===== src/rtl/keccak_round_controller_if.sv =====
`default_nettype none
// ============================================================================
// Module      : keccak_round_controller_if
// Description : Handshake and sequencing bundle between the Keccak round
//               controller, the sponge FSM upstream and the permutation
//               datapath downstream.
//                 flush       abort request back to IDLE
//                 in_valid    upstream requests a permutation
//                 in_ready    controller can accept a request
//                 state_load  datapath captures its input state
//                 round_en    datapath applies round round_num
//                 round_num   current round index
//                 round_num_b second round index (KECCAK_UNROLL2_EN only)
//                 last_round  final round strobe
//                 out_valid   permuted state available
//                 out_ready   downstream accepts permuted state
//                 busy        controller not idle
//               Modport master is the controller; modport slave is its
//               environment.
// Revision    : 1.0 - initial release
// ============================================================================
interface keccak_round_controller_if #(
    parameter int RN_W = 5
);
    logic            flush;
    logic            in_valid;
    logic            in_ready;
    logic            state_load;
    logic            round_en;
    logic [RN_W-1:0] round_num;
`ifdef KECCAK_UNROLL2_EN
    logic [RN_W-1:0] round_num_b;
`endif
    logic            last_round;
    logic            out_valid;
    logic            out_ready;
    logic            busy;

`ifdef KECCAK_UNROLL2_EN
    modport master (
        input  flush, in_valid, out_ready,
        output in_ready, state_load, round_en, round_num, round_num_b,
               last_round, out_valid, busy
    );
    modport slave (
        output flush, in_valid, out_ready,
        input  in_ready, state_load, round_en, round_num, round_num_b,
               last_round, out_valid, busy
    );
`else
    modport master (
        input  flush, in_valid, out_ready,
        output in_ready, state_load, round_en, round_num,
               last_round, out_valid, busy
    );
    modport slave (
        output flush, in_valid, out_ready,
        input  in_ready, state_load, round_en, round_num,
               last_round, out_valid, busy
    );
`endif
endinterface
`default_nettype wire


===== src/rtl/keccak_round_controller.sv =====
`default_nettype none
// ============================================================================
// Module      : keccak_round_controller
// Description : Sequences the Keccak-f[1600] / Keccak-p permutation datapath.
//               Accepts a start handshake, issues NUM_ROUNDS round strobes
//               (rounds 24-NUM_ROUNDS .. 23) with the matching round index,
//               then holds a done handshake until it is accepted.
//               Ports:
//                 clk    rising-edge clock
//                 rst_n  asynchronous active-low reset
//                 bus    keccak_round_controller_if.master (handshakes,
//                        round index and strobes)
//               Build option KECCAK_UNROLL2_EN: two rounds per cycle,
//               round_num_b = round_num + 1, NUM_ROUNDS must be even.
// Revision    : 1.0 - initial release
// ============================================================================
module keccak_round_controller #(
    parameter int NUM_ROUNDS = 24,
    parameter int RN_W       = 5
) (
    input  logic                       clk,
    input  logic                       rst_n,
    keccak_round_controller_if.master  bus
);

    localparam logic [1:0] c_st_idle  = 2'd0;
    localparam logic [1:0] c_st_round = 2'd1;
    localparam logic [1:0] c_st_done  = 2'd2;

`ifdef KECCAK_UNROLL2_EN
    localparam logic [RN_W-1:0] c_step = RN_W'(2);
    localparam logic [RN_W-1:0] c_last = RN_W'(22);
`else
    localparam logic [RN_W-1:0] c_step = RN_W'(1);
    localparam logic [RN_W-1:0] c_last = RN_W'(23);
`endif
    // First round index for reduced-round Keccak-p variants
    localparam logic [RN_W-1:0] c_rfirst = RN_W'(24 - NUM_ROUNDS);

    generate
        if (NUM_ROUNDS < 1 || NUM_ROUNDS > 24) begin : g_bad_num_rounds
            $error("keccak_round_controller: NUM_ROUNDS must be 1..24");
        end
        if (RN_W != 5) begin : g_bad_rn_w
            $error("keccak_round_controller: RN_W must be 5");
        end
`ifdef KECCAK_UNROLL2_EN
        if ((NUM_ROUNDS % 2) != 0) begin : g_odd_num_rounds
            $error("keccak_round_controller: NUM_ROUNDS must be even when unrolled by 2");
        end
`endif
    endgenerate

    logic [1:0]      r_state;
    logic [RN_W-1:0] r_count;
    logic [1:0]      w_state_nxt;
    logic [RN_W-1:0] w_count_nxt;

    logic            w_in_ready;
    logic            w_state_load;
    logic            w_round_en;
    logic [RN_W-1:0] w_round_num;
    logic [RN_W-1:0] w_round_num_b;
    logic            w_last_round;
    logic            w_out_valid;

    always_ff @(posedge clk or negedge rst_n) begin
        if (!rst_n) begin
            r_state <= c_st_idle;
            r_count <= '0;
        end else begin
            r_state <= w_state_nxt;
            r_count <= w_count_nxt;
        end
    end

    always_comb begin
        w_state_nxt   = r_state;
        w_count_nxt   = r_count;
        w_in_ready    = 1'b0;
        w_state_load  = 1'b0;
        w_round_en    = 1'b0;
        w_round_num   = '0;
        w_round_num_b = '0;
        w_last_round  = 1'b0;
        w_out_valid   = 1'b0;

        case (r_state)
            c_st_idle: begin
                w_in_ready  = 1'b1;
                w_count_nxt = '0;
                if (bus.in_valid) begin
                    w_state_load = 1'b1;
                    w_state_nxt  = c_st_round;
                    w_count_nxt  = c_rfirst;
                end
            end
            c_st_round: begin
                w_round_en    = 1'b1;
                w_round_num   = r_count;
                w_round_num_b = r_count + RN_W'(1);
                // >= rather than == so a corrupted counter can never run past
                // the final round
                if (r_count >= c_last) begin
                    w_last_round = 1'b1;
                    w_state_nxt  = c_st_done;
                    w_count_nxt  = '0;
                end else begin
                    w_count_nxt = r_count + c_step;
                end
            end
            c_st_done: begin
                w_out_valid = 1'b1;
                if (bus.out_ready) begin
                    w_state_nxt = c_st_idle;
                end
            end
            default: begin
                w_state_nxt = c_st_idle;
                w_count_nxt = '0;
            end
        endcase

        // Flush overrides every transition and suppresses all strobes
        if (bus.flush) begin
            w_state_nxt  = c_st_idle;
            w_count_nxt  = '0;
            w_state_load = 1'b0;
            w_round_en   = 1'b0;
            w_last_round = 1'b0;
            w_out_valid  = 1'b0;
        end
    end

    assign bus.in_ready   = w_in_ready;
    assign bus.state_load = w_state_load;
    assign bus.round_en   = w_round_en;
    assign bus.round_num  = w_round_num;
    assign bus.last_round = w_last_round;
    assign bus.out_valid  = w_out_valid;
    assign bus.busy       = (r_state != c_st_idle);

`ifdef KECCAK_UNROLL2_EN
    assign bus.round_num_b = w_round_num_b;
`else
    logic w_unused_b;
    assign w_unused_b = ^w_round_num_b;
`endif

endmodule
`default_nettype wire

===== src/flat_wrapper.sv =====
// flat-port wrapper written by rule: the top's interface ports become plain ports
module keccak_round_controller_flat 
#(
    parameter int NUM_ROUNDS = 24,
    parameter int RN_W       = 5
)
  (clk, rst_n, bus_flush, bus_in_valid, bus_out_ready, bus_in_ready, bus_state_load, bus_round_en, bus_round_num, bus_last_round, bus_out_valid, bus_busy);
  keccak_round_controller_if #(.RN_W(RN_W)) bus_i ();
  input  logic clk;
  input  logic rst_n;
  input wire logic [$bits(bus_i.flush)-1:0] bus_flush;
  input wire logic [$bits(bus_i.in_valid)-1:0] bus_in_valid;
  input wire logic [$bits(bus_i.out_ready)-1:0] bus_out_ready;
  output wire logic [$bits(bus_i.in_ready)-1:0] bus_in_ready;
  output wire logic [$bits(bus_i.state_load)-1:0] bus_state_load;
  output wire logic [$bits(bus_i.round_en)-1:0] bus_round_en;
  output wire logic [$bits(bus_i.round_num)-1:0] bus_round_num;
  output wire logic [$bits(bus_i.last_round)-1:0] bus_last_round;
  output wire logic [$bits(bus_i.out_valid)-1:0] bus_out_valid;
  output wire logic [$bits(bus_i.busy)-1:0] bus_busy;
  assign bus_i.flush = bus_flush;
  assign bus_i.in_valid = bus_in_valid;
  assign bus_i.out_ready = bus_out_ready;
  assign bus_in_ready = bus_i.in_ready;
  assign bus_state_load = bus_i.state_load;
  assign bus_round_en = bus_i.round_en;
  assign bus_round_num = bus_i.round_num;
  assign bus_last_round = bus_i.last_round;
  assign bus_out_valid = bus_i.out_valid;
  assign bus_busy = bus_i.busy;
  keccak_round_controller #(.NUM_ROUNDS(NUM_ROUNDS), .RN_W(RN_W)) u_core (.clk(clk), .rst_n(rst_n), .bus(bus_i));
endmodule

===== config.mk =====
export PLATFORM = sky130hd
export DESIGN_NAME = keccak_round_controller_flat
export DESIGN_NICKNAME = d
export VERILOG_FILES = /design/src/rtl/keccak_round_controller_if.sv /design/src/rtl/keccak_round_controller.sv /design/src/flat_wrapper.sv
export SDC_FILE = /design/constraint.sdc
export NUM_CORES = 1
export LEC_CHECK = 0
export ABC_CLOCK_PERIOD_IN_PS = 4550
export CAP_MARGIN = 20
export CORE_AREA = 5 5 42 44
export CTS_BUF_LIST = sky130_fd_sc_hd__clkbuf_8
export DETAILED_ROUTE_END_ITERATION = 7
export DIE_AREA = 0 0 47 49
export SYNTH_ARGS = -nofsm -noshare
export SYNTH_HDL_FRONTEND = slang
export SYNTH_SLANG_ARGS = --single-unit

===== constraint.sdc =====
create_clock -name clk -period 4.55 [get_ports clk]
set_clock_uncertainty 0.2 [all_clocks]
set_input_delay 0.6825 -clock clk [delete_from_list [all_inputs] [get_ports clk]]
set_output_delay 0.6825 -clock clk [all_outputs]
set_load 0.01 [all_outputs]

# After elaboration in Yosys (flattened, before gate mapping)
# Index checks and enable logic that the tools add are counted.
[word_totals]
reg_bits = 7
latchBits = 0
mem_bits_rw = 0
rom_bits = 0
mem_count = 0
[op_classes]
add_sub_neg = 1
mul = 0
div = 0
magnitude_cmp = 1
n_eq_ne = 6
shifts = 0
mux = 20
bitwise_logic = 0
n_reduce_logical = 3
[ops]
columns = ["operator", "n"]
rows = [
  ["5-bit 2-to-1 mux", 3],
  ["1-bit 2-to-1 mux", 11],
  ["5-bit case mux with 2 select lines", 1],
  ["2-bit 2-to-1 mux", 4],
  ["3-bit inequality test (second input constant)", 2],
  ["2-bit case mux with 3 select lines", 1],
  ["5-bit by 1-bit adder with 5-bit output (second input constant)", 1],
  ["5-bit >= comparator (second input constant)", 1],
  ["3-bit by 2-bit inequality test with 1-bit output (second input constant)", 1],
  ["3-bit AND reduction", 1],
  ["2-bit by 1-bit equality test with 1-bit output (second input constant)", 1],
  ["2-bit equality test (second input constant)", 1],
  ["2-bit logical NOT", 1],
  ["2-bit inequality test (second input constant)", 1],
  ["2-bit nonzero test", 1],
]

# Logic depth before layout (Yosys ltp)
[logic_depth]
word_depth = 4
depth_mapped = 5
mapped_depth_nobuf = 4

# Worst setup path before layout
# No wires, ideal clock.
[synth_timing]
path_kind = "in2out"
startpoint = "in bus_flush"
endpoint = "out bus_last_round"
t_arrival_ps = 1376
required_ps = 3668
slack_ps = 2291
cell_stages = 3
path_cell_list = "or3b_1 buf_6 nor2_1"
[synth_between]
elab_chain_cells = 1
[synth_rtl]
columns = ["item", "line", "rtl"]
rows = [
  ["start, declared", "flat_wrapper.sv:11", "input wire logic [$bits(bus_i.flush)-1:0] bus_flush;"],
  ["1-bit 2-to-1 mux", "keccak_round_controller.sv:125", "if (bus.flush) begin"],
  ["end, declared", "flat_wrapper.sv:18", "output wire logic [$bits(bus_i.last_round)-1:0] bus_last_round;"],
]
# No other way between the ends.

# Final worst setup path
# Same ends and word-level chain as after synthesis.

==> reports/metrics.csv <==
metric,value,unit
status,completed,
Initial Utilization,32.9,%
Gate Count Post-Synth,46,
drt initial violations,4,
slew of the pin with the lowest slew margin,526,ps
vias in the first global route,422,
Routed WL,984,um
crit-path most repeated cell,clkdlybuf4s50_1,
Layout area overhead,43.5,%
Area after DPL,616,um2
critical-path cell list,"clkdlybuf4s50_1, or3b_1, nor2_1, clkdlybuf4s50_1",
hold buffers post-CTS,0,
largest net degree at the start of global routing,10,
post-CTS sizing,0,
number of CTS-inserted buffers,3,
"CTS clk-pin slew, worst paths",40,ps
row count,14,
Worst-Skew Late Latency,230,ps
class of the worst hold path,reg2reg,
H-Tree Depth,1,
Total Routing Usage GR,10.7,%
post-route cell area,661,um2
share of layout cells above drive strength 1,11.1,%
Yosys warning total,0,
CTS tree,done,
Setup Crit Path Kind,in2out,
"Distinct cells, synth",28,
Max VDD drop,0.163,mV
Pleak,0.284,nW
RSZ-0062 raised after global routing,no,
number of flops mapped to enable cells by yosys,0,
Post-Syn Area,460,um2
slowest stage cell on the critical path,or3b_1,
Core Box Area,0.00140,mm2
chip height,49,um
Worst path max stage delay,540,ps
"FF+latch count, synth",7,
Reg2Reg Depth,4,
Final Cycle Share,71.6,%
Critical Path Fanout Max,7,
CP arrival,2370,ps
gpl congestion,0.767,
DRT antenna net count,0,
DIE WIDTH,47,um
filler instances,146,
Critical Path RT,3670,ps
sequential area share after synthesis,38.0,%
PortBufs,15,
hold path cells,1,
Max-Cap Viols,0,
DPL Wire Length,738,um
drt pass-1 iters,4,
Pins Over Slew Limit,0,
Longest Clk Path Bufs,2,
Mean Syn Cell Area,10.0,um2
global-route wire length before repair,1760,um
Inserted Diodes,0,
Final min period,3260,ps
Fin. Hold Viols,0,
Max Clk Rate,0.307,GHz
initial antenna violation count,0,
prevailing post-synth register cell,dfrtp_1,
nets,70,
Final TNS setup,0,ps
root buf cell,clkbuf_8,
GRT Residual Overflow,0,
ys async rst share,100,%
Worst Setup End Kind,primary output,
final setup violation count,0,
CP Launch Type,input port,
Die Area,0.00230,mm2
worst rel slew slack,64.8,%
clk sink count,7,
average wire per standard cell,12.5,um
Via density,5.06,
pwr dens,256,mW/mm2
Post-Syn Nets,52,
post-CTS setup buffer count,0,
# DRC,0,
DR vias,400,
I/O pin cnt,16,
synthesized netlist by cell type, types with 2 or more instances:
cell / count / area, um2
nand3_1: 2 / 10.0
nand2_1: 2 / 7.51
inv_1: 5 / 18.8
and2_1: 5 / 31.3
nor2b_1: 2 / 12.5
nor2_1: 2 / 7.51
dfrtp_1: 7 / 175
path summary, 6_finish.rpt:
check	start	end	slack, ps
worst max-delay path	bus_flush	bus_last_round	1290
worst min-delay path	u_core.r_state[1]$_DFFE_PN0P_	u_core.r_state[0]$_DFFE_PN0P_	290
worst max register to register	u_core.r_count[0]$_DFFE_PN0N_	u_core.r_count[3]$_DFFE_PN0N_	2810
worst min register to register	u_core.r_state[1]$_DFFE_PN0P_	u_core.r_state[0]$_DFFE_PN0P_	290
max in group asynchronous	rst_n	u_core.r_count[4]$_DFFE_PN0N_	3380
min in group asynchronous	rst_n	u_core.r_count[0]$_DFFE_PN0N_	520
metal layers:
metal,track usage [%],share of wire (%),up-vias
met5,0,0,-
met4,8.29,3.6,0
met3,3.32,4.0,4
met2,14.3,47,8
met1,13.6,45,188
li1,-,-,200
cell usage in the layout (no fill, tap or decap), types with 2 or more instances in the layout:
master and instances:
dfrtp_1 7, nor2_1 2, nor2b_1 2, inv_1 6, nand2_1 2, clkbuf_8 3, and2_1 5, nand3_1 2
clkdlybuf4s50_1 15
layout make-up:
cell class                      count  area [um2]  area share (%)
Clock inverter                      1        3.75           0.568
Clock buffer                        3        41.3            6.25
Sequential cell                     7         175            26.5
Tap cell                           16        20.0            3.03
Inverter                            5        18.8            2.84
Timing Repair Buffer               15         150            22.7
Multi-Input combinational cell     32         251            38.1
power by group:
group / internal (mW) / total (mW) / switching, mW
clock network: 0.0584 / 0.0858 / 0.0275
registers: 0.0638 / 0.0653 / 0.00154
logic: 0.0101 / 0.0179 / 0.00786
cell families after synthesis:
| logic type | synth area share (%) |
|---|---|
| and+or+nand+nor | 28.3 |
| DFF | 38.0 |
| muxes | 2.45 |
| AOI/OAI and AO/OA | 21.2 |
| buffers and inverters | 7.34 |
| adders and majority gates | 2.72 |
sequential cells by signal, indices dropped and copies added, names as in the netlist:
name	cells
u_core.r_count	5
u_core.r_state	2
through the flow:
step,hold slack [ps],power (mW),utilization (%),cells,setup WS [ps]
after floorplan,187,0.0741,-,46,2290
after global placement,295,0.0845,43.9,75,1310
after detailed placement,285,0.0844,43.9,75,1280
after CTS,288,0.170,47.1,79,1280
after global routing,336,0.177,47.1,79,1230
final,292,0.169,47.1,79,1290
critical path: cells and delay by family:
| family | cells | cell delay, ps |
|---|---|---|
| buffers and inverters | 2 | 1000 |
| AND/OR/NAND/NOR | 2 | 690 |
Power figures use the tool's default switching activity.
